<file path="src/rtl/ifu_pkg.sv">
// Shared definitions for the instruction-fetch associative cache: parameter
// defaults, derived widths, the controller state type and a width helper.
package ifu_pkg;

    localparam int DEF_NUM_WAYS   = 4;
    localparam int DEF_NUM_SETS   = 4;
    localparam int DEF_LINE_WIDTH = 128;
    localparam int DEF_ADDR_WIDTH = 32;

    localparam int OFFSET_W = $clog2(DEF_LINE_WIDTH / 8);
    localparam int LADDR_W  = DEF_ADDR_WIDTH - OFFSET_W;

    typedef enum logic [2:0] {
        IDLE,
        LOOKUP,
        MISS_REQ,
        MISS_WAIT,
        FILL,
        FLUSH
    } ifuState_e;

    function automatic int offsetWidth(input int lineWidth);
        return $clog2(lineWidth / 8);
    endfunction

endpackage

</file>
<file path="src/rtl/ifu_plru_tree.sv">
// Combinational tree-PLRU for one set: picks the fill victim (lowest invalid
// way first) and produces the tree bits after an access to accessWay.
module ifu_plru_tree #(
    parameter int NUM_WAYS = 4
) (
    input  logic [NUM_WAYS-2:0]         plruIn,
    input  logic [NUM_WAYS-1:0]         validIn,
    input  logic [$clog2(NUM_WAYS)-1:0] accessWay,
    output logic [$clog2(NUM_WAYS)-1:0] victimWay,
    output logic [NUM_WAYS-2:0]         plruOut
);
    localparam int WAY_W = $clog2(NUM_WAYS);

    logic [WAY_W-1:0] lruWay;

    // A node bit of 0 steers toward the lower half; each bit taken is one way-index bit, MSB first.
    always_comb begin : findLru
        logic [WAY_W-1:0] node;
        node   = '0;
        lruWay = '0;
        for (int l = 0; l < WAY_W; l++) begin
            lruWay = WAY_W'({lruWay, plruIn[node]});
            node   = (node << 1) + WAY_W'(1) + WAY_W'(plruIn[node]);
        end
    end

    always_comb begin : pickVictim
        victimWay = lruWay;
        for (int w = NUM_WAYS - 1; w >= 0; w--) begin
            if (!validIn[w]) victimWay = WAY_W'(w);
        end
    end

    always_comb begin : updatePath
        logic [WAY_W-1:0] node;
        logic [WAY_W-1:0] rem;
        logic             dir;
        plruOut = plruIn;
        node    = '0;
        rem     = accessWay;
        dir     = 1'b0;
        for (int l = 0; l < WAY_W; l++) begin
            dir           = rem[WAY_W-1];
            plruOut[node] = ~dir;
            node          = (node << 1) + WAY_W'(1) + WAY_W'(dir);
            rem           = rem << 1;
        end
    end

endmodule

</file>
<file path="src/rtl/ifu_assoc_cache.sv">
// Set-associative instruction cache with tree-PLRU replacement and whole-cache flush.
// Define IFU_CACHE_PERF_CNT_EN to add saturating hit/miss counter outputs.
//
// state     | meaning
// IDLE      | ready for a request or a flush
// LOOKUP    | compare the registered request against the indexed set
// MISS_REQ  | line fill request held on the memory port
// MISS_WAIT | waiting for fill data with the requested line address
// FILL      | write victim way, then respond with the fill data
// FLUSH     | clear all valid and PLRU bits (one cycle)
module ifu_assoc_cache
    import ifu_pkg::*;
#(
    parameter int NUM_WAYS   = DEF_NUM_WAYS,
    parameter int NUM_SETS   = DEF_NUM_SETS,
    parameter int LINE_WIDTH = DEF_LINE_WIDTH,
    parameter int ADDR_WIDTH = DEF_ADDR_WIDTH
) (
    input  logic                                            Clock,
    input  logic                                            Rst,
    input  logic                                            cpu_reqValidIn,
    input  logic [ADDR_WIDTH-1:0]                           cpu_reqAddrIn,
    output logic                                            cpu_reqReadyOut,
    output logic                                            cpu_rspValidOut,
    output logic [ADDR_WIDTH-1:0]                           cpu_rspAddrOut,
    output logic [LINE_WIDTH-1:0]                           cpu_rspInsLineOut,
    output logic                                            mem_reqValidOut,
    output logic [ADDR_WIDTH-offsetWidth(LINE_WIDTH)-1:0]   mem_reqLineAddrOut,
    input  logic                                            mem_reqReadyIn,
    input  logic                                            mem_rspValidIn,
    input  logic [ADDR_WIDTH-offsetWidth(LINE_WIDTH)-1:0]   mem_rspLineAddrIn,
    input  logic [LINE_WIDTH-1:0]                           mem_rspInsLineIn,
    input  logic                                            flushIn
`ifdef IFU_CACHE_PERF_CNT_EN
    ,
    output logic [31:0]                                     hitCntOut,
    output logic [31:0]                                     missCntOut
`endif
);
    localparam int OFF_W    = offsetWidth(LINE_WIDTH);
    localparam int LA_W     = ADDR_WIDTH - OFF_W;
    localparam int IDX_BITS = $clog2(NUM_SETS);
    localparam int IDX_W    = (IDX_BITS > 0) ? IDX_BITS : 1;
    localparam int TAG_W    = LA_W - IDX_BITS;
    localparam int WAY_W    = $clog2(NUM_WAYS);

    ifuState_e state, stateNext;

    logic [ADDR_WIDTH-1:0] reqAddr;
    logic [LA_W-1:0]       reqLine;
    logic [IDX_W-1:0]      setIdx;
    logic [TAG_W-1:0]      reqTag;
    logic                  flushPending;
    logic [LINE_WIDTH-1:0] fillLine;

    logic [TAG_W-1:0]      tagArr   [NUM_SETS][NUM_WAYS];
    logic [LINE_WIDTH-1:0] dataArr  [NUM_SETS][NUM_WAYS];
    logic [NUM_WAYS-1:0]   validArr [NUM_SETS];
    logic [NUM_WAYS-2:0]   plruArr  [NUM_SETS];

    logic                  hit;
    logic [WAY_W-1:0]      hitWay;
    logic [WAY_W-1:0]      victimWay;
    logic [WAY_W-1:0]      accessWay;
    logic [NUM_WAYS-2:0]   plruNext;
    logic                  rspMatch;

    assign reqLine = reqAddr[ADDR_WIDTH-1:OFF_W];
    assign setIdx  = IDX_W'(reqLine & LA_W'(NUM_SETS - 1));
    assign reqTag  = reqLine[LA_W-1:IDX_BITS];

    assign cpu_reqReadyOut    = (state == IDLE) && !flushIn && !flushPending;
    assign mem_reqValidOut    = (state == MISS_REQ);
    assign mem_reqLineAddrOut = reqLine;
    assign rspMatch           = mem_rspValidIn && (mem_rspLineAddrIn == reqLine);

    always_comb begin
        hit    = 1'b0;
        hitWay = '0;
        for (int w = 0; w < NUM_WAYS; w++) begin
            if (validArr[setIdx][w] && (tagArr[setIdx][w] == reqTag)) begin
                hit    = 1'b1;
                hitWay = WAY_W'(w);
            end
        end
    end

    // The set cannot change between LOOKUP and FILL, so one tree instance serves both.
    assign accessWay = (state == FILL) ? victimWay : hitWay;

    ifu_plru_tree #(.NUM_WAYS(NUM_WAYS)) uPlruTree (
        .plruIn    (plruArr[setIdx]),
        .validIn   (validArr[setIdx]),
        .accessWay (accessWay),
        .victimWay (victimWay),
        .plruOut   (plruNext)
    );

    always_comb begin
        stateNext = state;
        case (state)
            IDLE:      if (flushIn || flushPending) stateNext = FLUSH;
                       else if (cpu_reqValidIn)     stateNext = LOOKUP;
            LOOKUP:    stateNext = hit ? IDLE : MISS_REQ;
            MISS_REQ:  if (mem_reqReadyIn) stateNext = MISS_WAIT;
            MISS_WAIT: if (rspMatch) stateNext = FILL;
            FILL:      stateNext = IDLE;
            FLUSH:     stateNext = IDLE;
            default:   stateNext = IDLE;
        endcase
    end

    always_ff @(posedge Clock or negedge Rst) begin
        if (!Rst) begin
            state             <= IDLE;
            reqAddr           <= '0;
            flushPending      <= 1'b0;
            cpu_rspValidOut   <= 1'b0;
            cpu_rspAddrOut    <= '0;
            cpu_rspInsLineOut <= '0;
            for (int s = 0; s < NUM_SETS; s++) begin
                validArr[s] <= '0;
                plruArr[s]  <= '0;
            end
        end else begin
            state           <= stateNext;
            cpu_rspValidOut <= 1'b0;
            if (cpu_reqValidIn && cpu_reqReadyOut) reqAddr <= cpu_reqAddrIn;
            if (flushIn && (state != IDLE) && (state != FLUSH)) flushPending <= 1'b1;
            case (state)
                LOOKUP: if (hit) begin
                    cpu_rspValidOut   <= 1'b1;
                    cpu_rspAddrOut    <= reqAddr;
                    cpu_rspInsLineOut <= dataArr[setIdx][hitWay];
                    plruArr[setIdx]   <= plruNext;
                end
                FILL: begin
                    validArr[setIdx][victimWay] <= 1'b1;
                    plruArr[setIdx]             <= plruNext;
                    cpu_rspValidOut             <= 1'b1;
                    cpu_rspAddrOut              <= reqAddr;
                    cpu_rspInsLineOut           <= fillLine;
                end
                FLUSH: begin
                    flushPending <= 1'b0;
                    for (int s = 0; s < NUM_SETS; s++) begin
                        validArr[s] <= '0;
                        plruArr[s]  <= '0;
                    end
                end
                default: ;
            endcase
        end
    end

    // Line and tag storage carry no reset; the valid bits qualify them.
    always_ff @(posedge Clock) begin
        if ((state == MISS_WAIT) && rspMatch) fillLine <= mem_rspInsLineIn;
        if (state == FILL) begin
            tagArr[setIdx][victimWay]  <= reqTag;
            dataArr[setIdx][victimWay] <= fillLine;
        end
    end

`ifdef IFU_CACHE_PERF_CNT_EN
    always_ff @(posedge Clock or negedge Rst) begin
        if (!Rst) begin
            hitCntOut  <= '0;
            missCntOut <= '0;
        end else if (state == LOOKUP) begin
            if (hit) begin
                if (hitCntOut != '1) hitCntOut <= hitCntOut + 32'd1;
            end else begin
                if (missCntOut != '1) missCntOut <= missCntOut + 32'd1;
            end
        end
    end
`endif

endmodule

</file>
<file path="config.mk">
export PLATFORM = sky130hd
export DESIGN_NAME = ifu_assoc_cache
export DESIGN_NICKNAME = d
export VERILOG_FILES = /design/src/rtl/ifu_pkg.sv /design/src/rtl/ifu_plru_tree.sv /design/src/rtl/ifu_assoc_cache.sv
export SDC_FILE = /design/constraint.sdc
export NUM_CORES = 2
export LEC_CHECK = 0
export CORE_MARGIN = 10
export CORE_UTILIZATION = 35
export CTS_BUF_LIST = sky130_fd_sc_hd__clkbuf_4
export DETAILED_ROUTE_END_ITERATION = 16
export HOLD_SLACK_MARGIN = 0.02
export SLEW_MARGIN = 20
export SYNTH_ARGS = -nofsm -noshare
export SYNTH_HDL_FRONTEND = slang
export SYNTH_SLANG_ARGS = --single-unit
</file>
<file path="constraint.sdc">
create_clock -name Clock -period 15.4 [get_ports Clock]
set_clock_uncertainty 0.1 [all_clocks]
set_input_delay 3.08 -clock Clock [delete_from_list [all_inputs] [get_ports Clock]]
set_output_delay 3.08 -clock Clock [all_outputs]
set_load 0.02 [all_outputs]
</file>
Word level (Yosys, flattened, before mapping) --
Memory sizes are Yosys's and may differ from the RTL's. Index checks and enable logic that the tools add are counted.
Storage, ports and cells: output and inout bits 191, register bits after elaboration 353, bits in writable memories 2464, memories 2, input port bits 194, logic and storage cells 134
Memories:
- dataArr | words 4, bits a word 512, rd ports 1, clocked after Yosys merged registers in 0, write ports 1, RTL line ifu_assoc_cache.sv:57 | logic [LINE_WIDTH-1:0] dataArr [NUM_SETS][NUM_WAYS];
- tagArr | words 4, bits a word 104, rd ports 1, clocked after Yosys merged registers in 0, write ports 1, RTL line ifu_assoc_cache.sv:56 | logic [TAG_W-1:0] tagArr [NUM_SETS][NUM_WAYS];
Operators by class: equality and inequality tests 15, mux-type cells 57, order comparisons 10, add/sub/neg operators 2, bitwise gates (word level) 6, reduce and logical (&&, ||, !) cells 27
Operators by type and width (count):
- 128-bit two-way mux | 4
- 512-bit two-way mux | 1
- 128-bit binary-select mux with 2-bit select | 1
- 128-bit demux with 2-bit select | 1
- 128-bit case mux with 2 select lines | 1
- 26-bit == test | 4
- 104-bit two-way mux | 1
- 32-bit case mux with 2 select lines | 1
- 26-bit demux with 2-bit select | 1
- 12-bit case mux with 3 select lines | 1
- 32-bit two-way mux | 1
- 16-bit case mux with 2 select lines | 1
- 28-bit == test | 1
- 26-bit two-way mux | 1
- 3-bit two-way mux | 7
- 2-bit two-way mux | 8
- 16-bit OR | 1
- 1-bit logical AND | 15
- 12-bit bitwise mux | 1
- 1-bit two-way mux | 12
- 12-bit two-way mux | 1
- 4-bit two-way mux | 3
- 3-bit case mux with 4 select lines | 1
- 3-bit greater-or-equal comparator (second input constant) | 3
- other kinds (28) | 45

Depth between registers and ports, before layout --
depth after elaboration 21, mapped depth 18, gate-level depth less buffers 10

By module --
Synthesis repeated with hierarchy kept, for this count alone.
Unflattened totals: cell total of the unflattened synthesis 5911, area, all modules 112021.2 um^2
By module, submodules not included:
- ifu_assoc_cache | area each 111953.6 um^2, cells an instance 5899, seq. area each 83465.0 um^2, instances 1
- ifu_plru_tree | area each 67.6 um^2, cells an instance 12, seq. area each 0.0 um^2, instances 1

Worst setup path after synthesis --
Ideal clock, no wire load.
kind register -> register, from register reqAddr[5], to memory dataArr[1][384] (netlist name), enable pin, arrival time 9.086 ns, clock period less this slack 9.858 ns, path buffers 5, cell stages (with the launch flop) 13, library setup time 0.672 ns, data required time 14.628 ns, setup slack 5.542 ns, cell sequence dfrtp_1 -> buf_2 -> buf_1 -> buf_2 -> buf_2 -> buf_1 -> mux4_2 -> mux2_2 -> o21ai_0 -> nand2_1 -> nand2_1 -> nand2_1 -> nor2_1
Between the ends: cells in the longest elaborated chain, start to end 17, elaborated cells between the ends (all ways) 21, those cells by class add/sub: 1; order compare: 2; mux: 15; bitwise: 2; reduce/logical: 1
RTL lines:
- from (decl) | RTL line ifu_assoc_cache.sv:49 | logic [ADDR_WIDTH-1:0] reqAddr;
- from (signal assigned) | RTL line ifu_assoc_cache.sv:128 | if (cpu_reqValidIn && cpu_reqReadyOut) reqAddr <= cpu_reqAddrIn;
- 2-bit inverter with 3-bit output (implied by the code) | RTL line ifu_assoc_cache.sv:92, ifu_assoc_cache.sv:93
- 3-bit binary-select mux with 2-bit select | RTL line ifu_assoc_cache.sv:92 | .plruIn (plruArr[setIdx]),
- 3-bit two-way mux (implied by the code) (2 in a row) | RTL line ifu_assoc_cache.sv:92
- 1-bit by 1-bit adder with 2-bit output | RTL line ifu_plru_tree.sv:23 | node = (node << 1) + WAY_W'(1) + WAY_W'(plruIn[node]);
- 1-bit binary-select mux with 2-bit select | RTL line ifu_plru_tree.sv:22 | lruWay = WAY_W'({lruWay, plruIn[node]});
- 1-bit two-way mux
- 2-bit two-way mux (4 in a row) | RTL line ifu_plru_tree.sv:30 | if (!validIn[w]) victimWay = WAY_W'(w);
- 2-bit inverter with 3-bit output (implied by the code) | RTL line ifu_assoc_cache.sv:161 | dataArr[setIdx][victimWay] <= fillLine;
- 3-bit greater-or-equal comparator (implied by the code) / 3-bit by 1-bit less-than comparator with 1-bit output (equally long branches) | RTL line ifu_assoc_cache.sv:161
- 1-bit logical AND (implied by the code) | RTL line ifu_assoc_cache.sv:161
- 128-bit two-way mux (implied by the code) | RTL line ifu_assoc_cache.sv:161
- 128-bit demux with 2-bit select | RTL line ifu_assoc_cache.sv:161
- 512-bit two-way mux (implied by the code) | RTL line ifu_assoc_cache.sv:161
- to (decl) | RTL line ifu_assoc_cache.sv:57
Several ways; a longest one is shown, not always the timed one. The select of a mux whose other input is x is not followed.

Final worst setup path --
from input flushIn, to output cpu_reqReadyOut
Between the ends: cells in the longest elaborated chain, start to end 3
RTL lines:
- from (decl) | RTL line ifu_assoc_cache.sv:33 | input logic flushIn
- 1-bit zero test | RTL line ifu_assoc_cache.sv:72 | assign cpu_reqReadyOut = (state == IDLE) && !flushIn && !flushPending;
- 1-bit logical AND (2 in a row) | RTL line ifu_assoc_cache.sv:72
- to (decl) | RTL line ifu_assoc_cache.sv:23 | output logic cpu_reqReadyOut,
No other way between the ends.

==> impl_metrics.xml <==
<?xml version="1.0" encoding="UTF-8"?>
<metrics>
  <group name="timing">
    <metric name="final.min_clock_period" unit="ns">8.182</metric>
    <metric name="tightestPinTransition" unit="ns">1.154</metric>
    <metric name="setup-tns-final" unit="ns">0</metric>
    <metric name="max_freq" unit="MHz">122.2</metric>
    <metric name="timing.final.max_slew_violations" unit="">0</metric>
    <metric name="maxSlewHeadroom" unit="">0.2306</metric>
    <metric name="setup_viol" unit="">0</metric>
    <metric name="grt_setup_unrepaired" unit="">false</metric>
    <metric name="final.period_utilization" unit="">0.5313</metric>
    <metric name="hold_viol" unit="">0</metric>
    <metric name="final_critical_path_setup_slack" unit="ns">7.218</metric>
  </group>
  <group name="clock_network">
    <metric name="cts_tree" unit="">built</metric>
    <metric name="clk_latency" unit="ns">1.62</metric>
    <metric name="ctsRootBufferMaster" unit="">sky130_fd_sc_hd__clkbuf_4</metric>
    <metric name="cts_htree_levels" unit="">6</metric>
    <metric name="maximum_root_to_sink_buffer_count" unit="">4</metric>
    <metric name="numClockSinks" unit="">2817</metric>
    <metric name="numCtsBuffers" unit="">729</metric>
    <metric name="post_cts_buffers" unit="">0</metric>
    <metric name="cts.hold.buffers_added" unit="">0</metric>
    <metric name="post_cts.resized_instances" unit="">0</metric>
    <metric name="clkSlewWorstSetupHoldPaths" unit="ns">0.06</metric>
  </group>
  <group name="yosys">
    <metric name="syn_area" unit="um^2">109700</metric>
    <metric name="synth.lib_cells_used.distinct" unit="">71</metric>
    <metric name="synth_flop_cell" unit="">sky130_fd_sc_hd__edfxtp_1</metric>
    <metric name="async_sr_flop_fraction" unit="">0.07987</metric>
    <metric name="sequential_element_share_of_the_synthesized_area" unit="">0.7608</metric>
    <metric name="postSynthRegisterBits" unit="">2817</metric>
    <metric name="synth_enable_flop_cells" unit="">2592</metric>
    <metric name="syn_area_per_cell" unit="um^2">19.99</metric>
    <metric name="synthCells" unit="">5488</metric>
    <metric name="yosys_warnings" unit="">0</metric>
    <metric name="synth.net_count" unit="">5682</metric>
  </group>
  <group name="worst_setup_path">
    <metric name="worstSetupPathType" unit="">in2out</metric>
    <metric name="reg2reg_slack" unit="ns">7.69</metric>
    <metric name="critical_path.max_stage_delay" unit="ns">0.73</metric>
    <metric name="r2r-end" unit="">cpu_rspInsLineOut[74]$_DFFE_PN0P_</metric>
    <metric name="r2r_start" unit="">reqAddr[4]$_DFFE_PN0P_</metric>
    <metric name="cp-end-kind" unit="">output port</metric>
    <metric name="crit_path_cell_trace" unit="">clkdlybuf4s50_1, or2_2, nor4_1, clkdlybuf4s50_1</metric>
    <metric name="critical-path-slowest-cell" unit="">sky130_fd_sc_hd__clkdlybuf4s50_1</metric>
    <metric name="launching_element_type_of_the_critical_path" unit="">input pin</metric>
    <metric name="cp.arrival" unit="ns">5.00</metric>
    <metric name="worst-r2r-cell-count" unit="">13</metric>
    <metric name="worstPathMaxFanout" unit="">4</metric>
    <metric name="setup_crit_start" unit="">flushIn</metric>
    <metric name="path_common_cell" unit="">sky130_fd_sc_hd__clkdlybuf4s50_1</metric>
    <metric name="timing.critical_path.required" unit="ns">12.22</metric>
  </group>
  <group name="routing">
    <metric name="wire_length_per_cell_after_detailed_routing" unit="um">27.86</metric>
    <metric name="ant_nets" unit="">0</metric>
    <metric name="route.final.wire_length" unit="mm">309.2</metric>
    <metric name="detail_route.drc_violations" unit="">0</metric>
    <metric name="drt_iter0_drc" unit="">5775</metric>
    <metric name="via_per_inst" unit="">5.416</metric>
    <metric name="route.vias.total" unit="">60117</metric>
    <metric name="router_iterations_before_antenna_repair" unit="">5</metric>
  </group>
  <group name="floorplan">
    <metric name="floorplan.rows" unit="">205</metric>
    <metric name="floorplan.die_area" unit="um^2">336300</metric>
    <metric name="fp.dieH" unit="um">579.9</metric>
    <metric name="pin_count" unit="">385</metric>
    <metric name="fp.dieW" unit="um">579.9</metric>
    <metric name="initial_core_util" unit="">0.3518</metric>
    <metric name="core-area" unit="um^2">311900</metric>
  </group>
  <group name="hold_path">
    <metric name="holdCritStartpoint" unit="">validArr[2]$_DFFE_PN0P_</metric>
    <metric name="timing.hold.worst_path_depth" unit="">1</metric>
    <metric name="hold_path_class" unit="">reg2reg</metric>
    <metric name="whs_endpoint" unit="">validArr[2]$_DFFE_PN0P_</metric>
  </group>
  <group name="pwr">
    <metric name="seq_power_share" unit="">0.546</metric>
    <metric name="peakVddDrop" unit="mV">0.07556</metric>
    <metric name="internal-power" unit="mW">11.78</metric>
    <metric name="swShare" unit="">0.2210</metric>
    <metric name="netSwitchingPower" unit="mW">3.342</metric>
    <metric name="power.combinational.fraction" unit="">0.025</metric>
    <metric name="power.leakage" unit="nW">41.30</metric>
    <metric name="power.share.clock" unit="">0.429</metric>
    <metric name="power_per_cell_area" unit="nW/um^2">118.2</metric>
  </group>
  <group name="global_route">
    <metric name="grt_max_degree" unit="">120</metric>
    <metric name="globalRouteTotalUtil" unit="">0.1779</metric>
    <metric name="global_route.overflow_total" unit="">0</metric>
    <metric name="antenna_found_initial" unit="">28</metric>
    <metric name="grt_first_pass_wirelength" unit="mm">446.3</metric>
    <metric name="first_global_vias" unit="">63566</metric>
  </group>
  <group name="outcome">
    <metric name="run_status" unit="">finished clean</metric>
  </group>
  <group name="final_layout">
    <metric name="nNetsFinal" unit="">6558</metric>
    <metric name="synth_to_final_area_change" unit="%">16.58</metric>
    <metric name="drive_gt1_frac" unit="">0.2974</metric>
  </group>
  <group name="placed_design">
    <metric name="buffer_ports.inserted" unit="">384</metric>
    <metric name="gp_congestion" unit="">0.7584</metric>
    <metric name="post-dp-hpwl" unit="mm">161.5</metric>
    <metric name="place_worst_setup_slack" unit="ns">7.287</metric>
  </group>
  <group name="job">
    <metric name="timing.max_cap.violations" unit="">0</metric>
  </group>
</metrics>
[routing by layer]
layer / track usage / wire, um
met1: 0.2356 / 125900
met2: 0.2922 / 150600
met3: 0.04009 / 24760
met4: 0.05595 / 7888
met5: 0 / 68
[layout by cell type (no fill, tap or decap), types with 81 or more instances in the layout]
cell type                            n
sky130_fd_sc_hd__clkbuf_4         1071
sky130_fd_sc_hd__xnor2_1            83
sky130_fd_sc_hd__a21o_1            119
sky130_fd_sc_hd__nor4_1            113
sky130_fd_sc_hd__dfrtp_1           223
sky130_fd_sc_hd__clkdlybuf4s50_1   383
sky130_fd_sc_hd__a211oi_1          108
sky130_fd_sc_hd__a21oi_1           146
sky130_fd_sc_hd__buf_4             144
sky130_fd_sc_hd__mux2i_1            81
sky130_fd_sc_hd__mux4_2            583
sky130_fd_sc_hd__clkinv_1          164
sky130_fd_sc_hd__edfxtp_1         2592
sky130_fd_sc_hd__o21ai_0           115
sky130_fd_sc_hd__nor2_1            327
[registers in the layout, summed over array words and instances (netlist names)]
signal and count:
cpu_rspInsLineOut 128, tagArr 416, cpu_rspValidOut 1, plruArr 12
validArr 16, state 3, reqAddr 32, fillLine 128
flushPending 1, cpu_rspAddrOut 32, dataArr 2048
[cells by family (layout without fill, tap and decap cells)]
family | after synthesis | after routing | synth area share
other | 0 | 9 | 0
flip-flops | 2817 | 2817 | 0.7608
AO/OA/AOI/OAI | 787 | 787 | 0.05052
XOR/XNOR | 117 | 117 | 0.009340
buffers and inverters | 413 | 1876 | 0.01783
multiplexers | 738 | 738 | 0.1347
AND/OR/NAND/NOR | 616 | 616 | 0.02688
[power by group through the flow]
stage | clock network, mW | registers (mW) | logic, mW
after floorplan | 0 | 8.42 | 0.228
after global placement | 0 | 8.42 | 0.378
after detailed placement | 0 | 8.42 | 0.379
after CTS | 6.68 | 8.26 | 0.381
after global routing | 7.08 | 8.25 | 0.402
final | 6.49 | 8.26 | 0.374
[critical path: cells and delay by family]
family | cells | cell delay, ns
AND/OR/NAND/NOR | 2 | 0.80
buffers and inverters | 2 | 1.12
[Yosys cell counts, drive strengths merged, types with 26 or more instances]
cell    count  share of area
nor4      114         0.0066
clkbuf    241         0.0082
a21oi     146         0.0067
a22oi      28         0.0019
xnor2      83         0.0066
buf       153         0.0089
nand2      37         0.0013
a21o      119         0.0081
o21ai     142         0.0065
mux2       74         0.0076
a211oi    108         0.0074
nand4      27         0.0015
edfxtp   2592           0.71
dfrtp     225          0.051
mux2i      81         0.0074
xor2       34         0.0027
o31ai     104         0.0095
nor2      346          0.012
a31oi      26         0.0015
mux4      583           0.12
[layout make-up]
cell class                      instances  area [um^2]
Fill cell                           28059       184000
Sequential cell                      2817        83470
Multi-Input combinational cell       2258        24540
Clock buffer                         1071         8040
Tap cell                             4140         5180
Timing Repair Buffer                  539         5132
Clock inverter                        247         1445
Inverter                               19        71.32
Antenna cell                            9        22.52
[worst max path at each step]
stage,end,depth (start not counted)
2_1_floorplan,dataArr[1][384]$_DFFE_PP_,12
3_3_place_gp,cpu_reqReadyOut,4
3_5_place_dp,cpu_reqReadyOut,4
4_1_cts,cpu_reqReadyOut,4
5_1_grt,cpu_rspInsLineOut[28]$_DFFE_PN0P_,13
6_report,cpu_reqReadyOut,4
[through the flow]
step	power, mW	utilization	hold slack [ns]	cell area [um^2]	cells
floorplan	8.651	-	0.3444	109700	5488
detailed placement	8.803	0.3796	0.3625	118400	9773
global placement	8.801	0.3796	0.3540	118400	9773
finish	15.12	0.4101	0.3756	127900	11100
global route	15.74	0.4100	0.3945	127900	11094
CTS	15.32	0.4100	0.3763	127900	11091
Note: power is estimated with default switching activity, not from simulation.
